`src/rtl/ex_mem_skid_reg.sv`:
```
// ex_mem_skid_reg
//   EX/MEM pipeline register with a valid/ready handshake and a 2-entry skid
//   buffer. The main entry drives the outputs. The skid entry catches the one
//   entry that can arrive after backpressure, because in_ready is registered.
//   A synchronous flush squashes both entries. The WB and MEM control outputs
//   are masked to zero whenever out_valid is low, so a bubble never writes.
//
//   Optional feature (macro PIPE_STALL_CNT_EN): adds a saturating stall_cnt
//   output that counts cycles with out_valid && !out_ready. Only rst clears it.
//
// Ports
//   clk, rst           clock, synchronous active-high reset
//   flush              squash all held entries and drop the incoming one
//   in_valid/in_ready  upstream handshake (in_ready comes from a register)
//   in_*               execute-stage fields
//   out_valid/out_ready downstream handshake
//   out_*              registered fields to the memory stage
//   stall_cnt          backpressure cycle count (PIPE_STALL_CNT_EN only)
module ex_mem_skid_reg #(
   parameter int DATA_W = 32,
   parameter int REG_W  = 5,
   parameter int WB_W   = 2,
   parameter int MEM_W  = 3,
   parameter int CNT_W  = 16
) (
   input  logic              clk,
   input  logic              rst,
   input  logic              flush,
   input  logic              in_valid,
   output logic              in_ready,
   input  logic [DATA_W-1:0] in_adder2,
   input  logic              in_zero,
   input  logic [DATA_W-1:0] in_aluresult,
   input  logic [DATA_W-1:0] in_readdata2,
   input  logic [REG_W-1:0]  in_mux,
   input  logic [WB_W-1:0]   in_wb,
   input  logic [MEM_W-1:0]  in_mem,
   output logic              out_valid,
   input  logic              out_ready,
   output logic [DATA_W-1:0] out_adder2,
   output logic              out_zero,
   output logic [DATA_W-1:0] out_aluresult,
   output logic [DATA_W-1:0] out_readdata2,
   output logic [REG_W-1:0]  out_mux,
   output logic [WB_W-1:0]   out_wb,
`ifdef PIPE_STALL_CNT_EN
   output logic [MEM_W-1:0]  out_mem,
   output logic [CNT_W-1:0]  stall_cnt
`else
   output logic [MEM_W-1:0]  out_mem
`endif
);

   typedef struct packed {
      logic [DATA_W-1:0] adder2;
      logic              zero;
      logic [DATA_W-1:0] alu;
      logic [DATA_W-1:0] rd2;
      logic [REG_W-1:0]  mux;
      logic [WB_W-1:0]   wb;
      logic [MEM_W-1:0]  mem;
   } ent_t;

   ent_t r_main, r_skid;
   logic r_main_vld, r_skid_vld, r_in_ready;

   ent_t w_in, w_main_nxt, w_skid_nxt;
   logic w_main_vld_nxt, w_skid_vld_nxt;
   logic w_accept, w_consume;

   assign w_in = '{adder2: in_adder2, zero: in_zero, alu: in_aluresult,
                   rd2: in_readdata2, mux: in_mux, wb: in_wb, mem: in_mem};

   // in_ready is only high while the skid is empty, so a full buffer ignores in_*
   assign w_accept  = in_valid && r_in_ready && !flush;
   assign w_consume = r_main_vld && out_ready;

   always_comb begin
      w_main_nxt     = r_main;
      w_skid_nxt     = r_skid;
      w_main_vld_nxt = r_main_vld;
      w_skid_vld_nxt = r_skid_vld;
      if (flush) begin
         w_main_vld_nxt = 1'b0;
         w_skid_vld_nxt = 1'b0;
      end else if (!r_main_vld || w_consume) begin
         // Main slot frees up: the older skid entry goes first to keep order
         if (r_skid_vld) begin
            w_main_nxt     = r_skid;
            w_main_vld_nxt = 1'b1;
            w_skid_vld_nxt = w_accept;
            if (w_accept) w_skid_nxt = w_in;
         end else begin
            w_main_vld_nxt = w_accept;
            if (w_accept) w_main_nxt = w_in;
         end
      end else if (w_accept) begin
         // Main is stalled: park the entry that arrived before in_ready fell
         w_skid_nxt     = w_in;
         w_skid_vld_nxt = 1'b1;
      end
   end

   always_ff @(posedge clk) begin
      if (rst) begin
         r_main     <= '0;
         r_skid     <= '0;
         r_main_vld <= 1'b0;
         r_skid_vld <= 1'b0;
         r_in_ready <= 1'b0;
      end else begin
         r_main     <= w_main_nxt;
         r_skid     <= w_skid_nxt;
         r_main_vld <= w_main_vld_nxt;
         r_skid_vld <= w_skid_vld_nxt;
         r_in_ready <= !w_skid_vld_nxt;
      end
   end

   assign in_ready      = r_in_ready;
   assign out_valid     = r_main_vld;
   assign out_adder2    = r_main.adder2;
   assign out_zero      = r_main.zero;
   assign out_aluresult = r_main.alu;
   assign out_readdata2 = r_main.rd2;
   assign out_mux       = r_main.mux;
   // Control fields are masked on bubbles so the memory stage never writes
   assign out_wb        = r_main_vld ? r_main.wb  : '0;
   assign out_mem       = r_main_vld ? r_main.mem : '0;

`ifdef PIPE_STALL_CNT_EN
   logic [CNT_W-1:0] r_stall_cnt;
   always_ff @(posedge clk) begin
      if (rst)
         r_stall_cnt <= '0;
      else if (r_main_vld && !out_ready && (r_stall_cnt != {CNT_W{1'b1}}))
         r_stall_cnt <= r_stall_cnt + 1'b1;
   end
   assign stall_cnt = r_stall_cnt;
`endif

endmodule

```
`config.mk`:
```
export PLATFORM = sky130hd
export DESIGN_NAME = ex_mem_skid_reg
export DESIGN_NICKNAME = d
export VERILOG_FILES = /design/src/rtl/ex_mem_skid_reg.sv
export SDC_FILE = /design/constraint.sdc
export NUM_CORES = 1
export LEC_CHECK = 0
export CAP_MARGIN = 20
export CORE_ASPECT_RATIO = 0.9
export CORE_UTILIZATION = 40
export CTS_CLUSTER_SIZE = 28
export DETAILED_ROUTE_END_ITERATION = 10
export SYNTH_ARGS = -nofsm -noshare
export SYNTH_HDL_FRONTEND = slang
export SYNTH_SLANG_ARGS = --single-unit
```
`constraint.sdc`:
```
create_clock -name clk -period 2.2 [get_ports clk]
set_clock_uncertainty 0.1 [all_clocks]
set_input_delay 0.44 -clock clk [delete_from_list [all_inputs] [get_ports clk]]
set_output_delay 0.44 -clock clk [all_outputs]
set_load 0.02 [all_outputs]
```
==> results of run 1 <==
-- worst register-to-register path, stage by stage, from the launching register on --
cell and delay [ns]:
dfxtp_4 0.53, buf_12 0.31, mux2_2 0.39, nor4_1 0.28, a211oi_1 0.10
-- layout by cell type (no fill, tap or decap), types with 2 or more instances in the layout --
master,instances
dfxtp_1,215
clkbuf_1,6
nor4_1,107
nand2b_1,215
clkbuf_16,25
inv_1,108
clkdlybuf4s50_1,213
or3_1,2
buf_12,21
mux2i_1,107
clkbuf_8,8
mux2_2,107
a211oi_1,107
and2_1,5
dlygate4sd2_1,5
buf_4,15
-- Yosys cell counts --
master / n
buf_6: 4
or3_1: 3
dfxtp_1: 217
a211oi_1: 108
mux2_2: 107
and2_1: 5
a21oi_1: 2
mux2i_1: 107
a211oi_2: 1
nand2_1: 1
buf_1: 7
nor2b_1: 1
and3b_1: 1
inv_1: 108
clkbuf_1: 75
nor4_1: 107
buf_2: 18
buf_4: 105
nand2b_1: 215
-- power breakdown --
part	leakage, nW	internal (mW)	switching [mW]	total (mW)
Combinational	2.43	0.629	0.555	1.18
Sequential	1.76	4.04	0.0673	4.11
Clock	0.381	2.34	1.62	3.95
Total	4.58	7.01	2.24	9.25
-- per-layer routing --
metal | routed length [um] | vias to the layer above | GRT usage [%]
met1 | 13200 | 3918 | 25.9
met4 | 450 | 0 | 4.12
met3 | 1610 | 29 | 4.38
li1 | - | 4129 | -
met5 | 0 | - | 0
met2 | 12100 | 179 | 30.2
-- logic make-up (layout without fill, tap and decap cells) --
group / Yosys count / count (layout) / share of synthesized area [%]
buf+inv: 317 / 404 / 14.6
flops: 217 / 217 / 38.9
compound gates: 111 / 111 / 7.46
mux: 214 / 214 / 20.4
simple gates: 333 / 333 / 18.6
-- path summary, 6_finish.rpt --
path | start | to | slack, ns
max | out_valid | out_valid | 0.07
min | rst | out_adder2[20] | 0.22
max reg2reg | r_skid_vld | out_adder2[15] | 0.36
min reg2reg | r_main[4] | r_main[4] | 0.35
-- sequential cells by signal, indices dropped and copies added, names as in the netlist, 5 cells and up --
register       cells
out_adder2        32
out_aluresult     32
out_mux            5
out_readdata2     32
r_main             5
r_skid           107
-- area by class of cell --
type | count | area (um^2)
Fill cell | 2538 | 13300
Sequential cell | 217 | 4350
Clock buffer | 39 | 758
Timing Repair Buffer | 255 | 2720
Multi-Input combinational cell | 658 | 5230
Inverter | 108 | 405
Clock inverter | 2 | 13.8
Tap cell | 354 | 443
-- through the flow --
stage / setup TNS [ns] / worst slack, ns / power (mW)
2_1_floorplan: 0 / 0.407 / 4.93
3_3_place_gp: -1.76 / -0.0494 / 5.37
3_5_place_dp: -4.85 / -0.103 / 5.38
4_1_cts: 0 / 0.0356 / 9.39
5_1_grt: 0 / 0.0264 / 9.64
6_report: 0 / 0.0738 / 9.25
==> results_dict.tcl, run 1 <==
set metrics [dict create \
    via_per_inst 5.06 \
    hold_viol_final 0 \
    cts.sink_count 217 \
    placedCellCount 1592 \
    cts_made_buffers 25 \
    post_cts_buffers 0 \
    fmax_mhz 470 \
    insertion_delay_ns 0.52 \
    yosys.cell_types.count 19 \
    relSlewSlack_pct 53.0 \
    drt-pass1-iter-count 4 \
    area_delta_synth_final_pct 24.6 \
    final_area_um2 13900 \
    crit_cells 1 \
    drt_iter0_drc 420 \
    post-route-util_pct 51.1 \
    drcViolationCount 0 \
    yosys_register_bits 217 \
    synth.top_cells.by_area "dfxtp_1 (39%), nand2b_1 (12%), mux2_2 (11%), mux2i_1 (9.6%), a211oi_1 (7.3%)" \
    fin_crit_ns 2.13 \
    hold_depth 2 \
    synth_top_area_share_pct 38.9 \
    final_max_slew_viol_count 0 \
    worst_pin_slew_ns 0.706 \
    cts_resized 6 \
    min_path_type "in2reg" \
    row_count 57 \
    grt_max_degree 81 \
    synth_area_um2 11200 \
    yosys.area.top_type "dfxtp_1" \
    nNetsFinal 1377 \
    start_util_pct 41.0 \
    synth_warnings 0 \
    antenna_found_initial 1 \
    core_area_um2 27200 \
    clkTransAtPathRegs_ns 0.06 \
    crit_path_cell_trace "clkdlybuf4s50_1" \
    ctsHoldBuffers 0 \
    io_pins 221 \
    syn_nets 1304 \
    p_leak_nw 4.58 \
    setup-violations-final 0 \
    place_area_um2 13200 \
    ctsLongestPathBuffers 3 \
    hold_ws_ns 0.220 \
    wl_um 27400 \
    post-dp-hpwl_um 17200 \
    powerDensity_nw_per_um2 665 \
    cts_tree "built" \
    startpoint_type "flop" \
    finish.cell_count_without_fillers 1633 \
    drive_gt1_share_pct 14.5 \
    crit_fanout 8 \
    grt_overflow 0 \
    grt_usage_pct 18.9 \
    yosysSeqAreaShare_pct 38.9 \
    cp.arrival_ns 1.59 \
    critPathTopFamily "buffers and inverters" \
    rsz0062_at_grt "false" \
    die_h_um 161 \
    ant_nets 0 \
    status "finished, final reports clean" \
    post-route-period-util_pct 96.6 \
    crit_path_end_kind "output pin" \
    num_vias 8255 \
    cp.required_ns 1.66 \
    worstSetupPathType "reg2out" \
    numPortBuffers 220 \
    cap_violations 0 \
    vdd_ir_drop_max_mv 0.442 \
    r2r_cells 4 \
    slowest_delay_ns 0.64 \
    avgRoutedWirePerCell_um 16.8 \
    synthCells 1192 \
    root_buffer "clkbuf_16" \
    die_area_um2 28600 \
    syn_area_per_cell_um2 9.37 \
    crit_buf_inv 1 \
    diodes 0 \
    slowest_stage "clkdlybuf4s50_1" \
    htreeDepth 1 \
    die_x_um 178 \
    gp_congestion 0.722 \
    grt_pass1_wl_um 44100 \
    grt_pass1_vias 8163 \
]
No activity file was read; power rests on OpenSTA's default activity.
==> run 2, diff against run 1 <==
==> constraint.sdc (replaced) <==
create_clock -name clk -period 2.2 [get_ports clk]
set_clock_uncertainty 0.1 [all_clocks]
set_input_delay 0.66 -clock clk [delete_from_list [all_inputs] [get_ports clk]]
set_output_delay 0.66 -clock clk [all_outputs]
set_load 0.02 [all_outputs]
==> results_dict.tcl, run 2 (synthesis gave the netlist of run 1 again) <==
set metrics [dict create \
    die_x_um 178 \
    nNetsFinal 1387 \
    wl_um 27100 \
    grt_overflow 0 \
    status "finished, final reports clean" \
    met2_usage_pct 30.1 \
    drt-pass1-iter-count 4 \
    largest_reg_flops 107 \
    final_common_cell "dfxtp_1" \
    grt_pass1_wl_um 43400 \
    ctsLongestPathBuffers 3 \
    cts_made_buffers 25 \
    cp.required_ns 1.44 \
    cts_tree "built" \
    drcViolationCount 0 \
    worst_pin_slew_ns 0.467 \
    final_cell_mix "dfxtp_1 (216), nand2b_1 (215), clkdlybuf4s50_1 (109)" \
    place_area_um2 13200 \
    hold_viol_final 0 \
    r2r-end "out_readdata2[31]" \
    p_sw_share_pct 24.8 \
    top_usage_layer "met2" \
    grt_max_degree 84 \
    crit_path_end_kind "output pin" \
    p_sw_mw 2.30 \
    grt_usage_pct 18.7 \
    relSlewSlack_pct 68.8 \
    min_path_type "in2reg" \
    insertion_delay_ns 0.53 \
    dp_slack_ns -0.303 \
    area_delta_synth_final_pct 24.3 \
    power_frac_comb_pct 12.1 \
    post_cts_buffers 0 \
    die_area_um2 28600 \
    tns_ns 0 \
    die_h_um 161 \
    setup_slack_ns 0.0615 \
    met1_usage_pct 25.3 \
    post-route-period-util_pct 97.2 \
    p_leak_nw 5.05 \
    final_area_um2 13900 \
    cp.arrival_ns 1.38 \
    worstSetupPathType "reg2out" \
    io_pins 221 \
    vdd_ir_drop_max_mv 0.480 \
    setup-violations-final 0 \
    core_area_um2 27200 \
    powerDensity_nw_per_um2 667 \
    top_register "r_skid" \
    min_from "flush" \
    r2r_start "r_skid_vld" \
    startpoint "out_valid" \
    p_seq_share_pct 44.3 \
    antenna_found_initial 1 \
    cap_violations 0 \
    clkTransAtPathRegs_ns 0.05 \
    via_per_inst 5.00 \
    drive_gt1_share_pct 15.8 \
    fin_crit_ns 2.14 \
    ant_nets 0 \
    reg2reg_slack_ns 0.31 \
    startpoint_type "flop" \
    met3_usage_pct 4.76 \
    total_power_mw 9.27 \
    htreeDepth 1 \
    fmax_mhz 468 \
    r2r_cells 4 \
    drt_iter0_drc 372 \
    num_vias 8227 \
    clock_power_share_pct 43.6 \
    crit_fanout 8 \
    grt_pass1_vias 8098 \
    start_util_pct 41.0 \
    final_max_slew_viol_count 0 \
    gp_congestion 0.733 \
    cts.sink_count 217 \
    row_count 57 \
    endpoint "out_wb[0]" \
    power.internal_mw 6.97 \
    post-dp-hpwl_um 17500 \
    avgRoutedWirePerCell_um 16.5 \
    numPortBuffers 220 \
    rsz0062_at_grt "false" \
    root_buffer "clkbuf_16" \
    num-fill-cells 2540 \
]
[run 2: worst min-delay path by stage]
stage	end	slack (ns)	cells past startpoint
after floorplan	r_main[0]	0.33	2
after global placement	out_adder2[22]	0.34	2
after detailed placement	out_readdata2[20]	0.34	2
after CTS	out_valid	0.27	2
after global routing	out_valid	0.28	2
final	out_valid	0.29	2
[run 2: power by group through the flow]
stage | registers [mW] | logic, mW | clock network [mW]
2_1_floorplan | 4.17 | 0.752 | 0
3_3_place_gp | 4.19 | 1.19 | 0
3_5_place_dp | 4.19 | 1.20 | 0
4_1_cts | 4.10 | 1.13 | 4.15
5_1_grt | 4.11 | 1.21 | 4.31
6_report | 4.10 | 1.12 | 4.04
[run 2: metal layers]
| layer | wire [um] | part of all wire, % |
|---|---|---|
| met1 | 12700 | 47 |
| met3 | 1760 | 6.5 |
| met4 | 397 | 1.5 |
| met5 | 0 | 0 |
| met2 | 12300 | 45 |
[run 2: cell type report]
type / instances / area, um^2 / share of cell area [%]
Inverter: 108 / 405 / 2.92
Clock inverter: 9 / 81.3 / 0.586
Clock buffer: 34 / 709 / 5.11
Antenna cell: 1 / 2.50 / 0.0180
Sequential cell: 217 / 4350 / 31.3
Tap cell: 354 / 443 / 3.19
Multi-Input combinational cell: 658 / 5230 / 37.7
Timing Repair Buffer: 265 / 2670 / 19.2
[run 2: worst max-delay path, cell delays in order (launching register included)]
cell	delay, ns
dfxtp_1	0.30
buf_4	0.16
and2_1	0.14
clkdlybuf4s15_2	0.25
[run 2: metrics by stage]
step                hold WS [ns]  util, %  instances
CTS                        0.274     51.0       1645
global route               0.284     51.0       1645
global placement           0.338     48.6       1602
detailed placement         0.344     48.6       1602
finish                     0.288     51.0       1646
floorplan                  0.329        -       1192
[run 2: repair_timing]
action	4_1_cts	5_1_grt
gates resized for setup	121	2
cloned	0	0
endpoints found under the hold margin	0	0
setup endpoints to repair	109	2
hold buffers	0	0
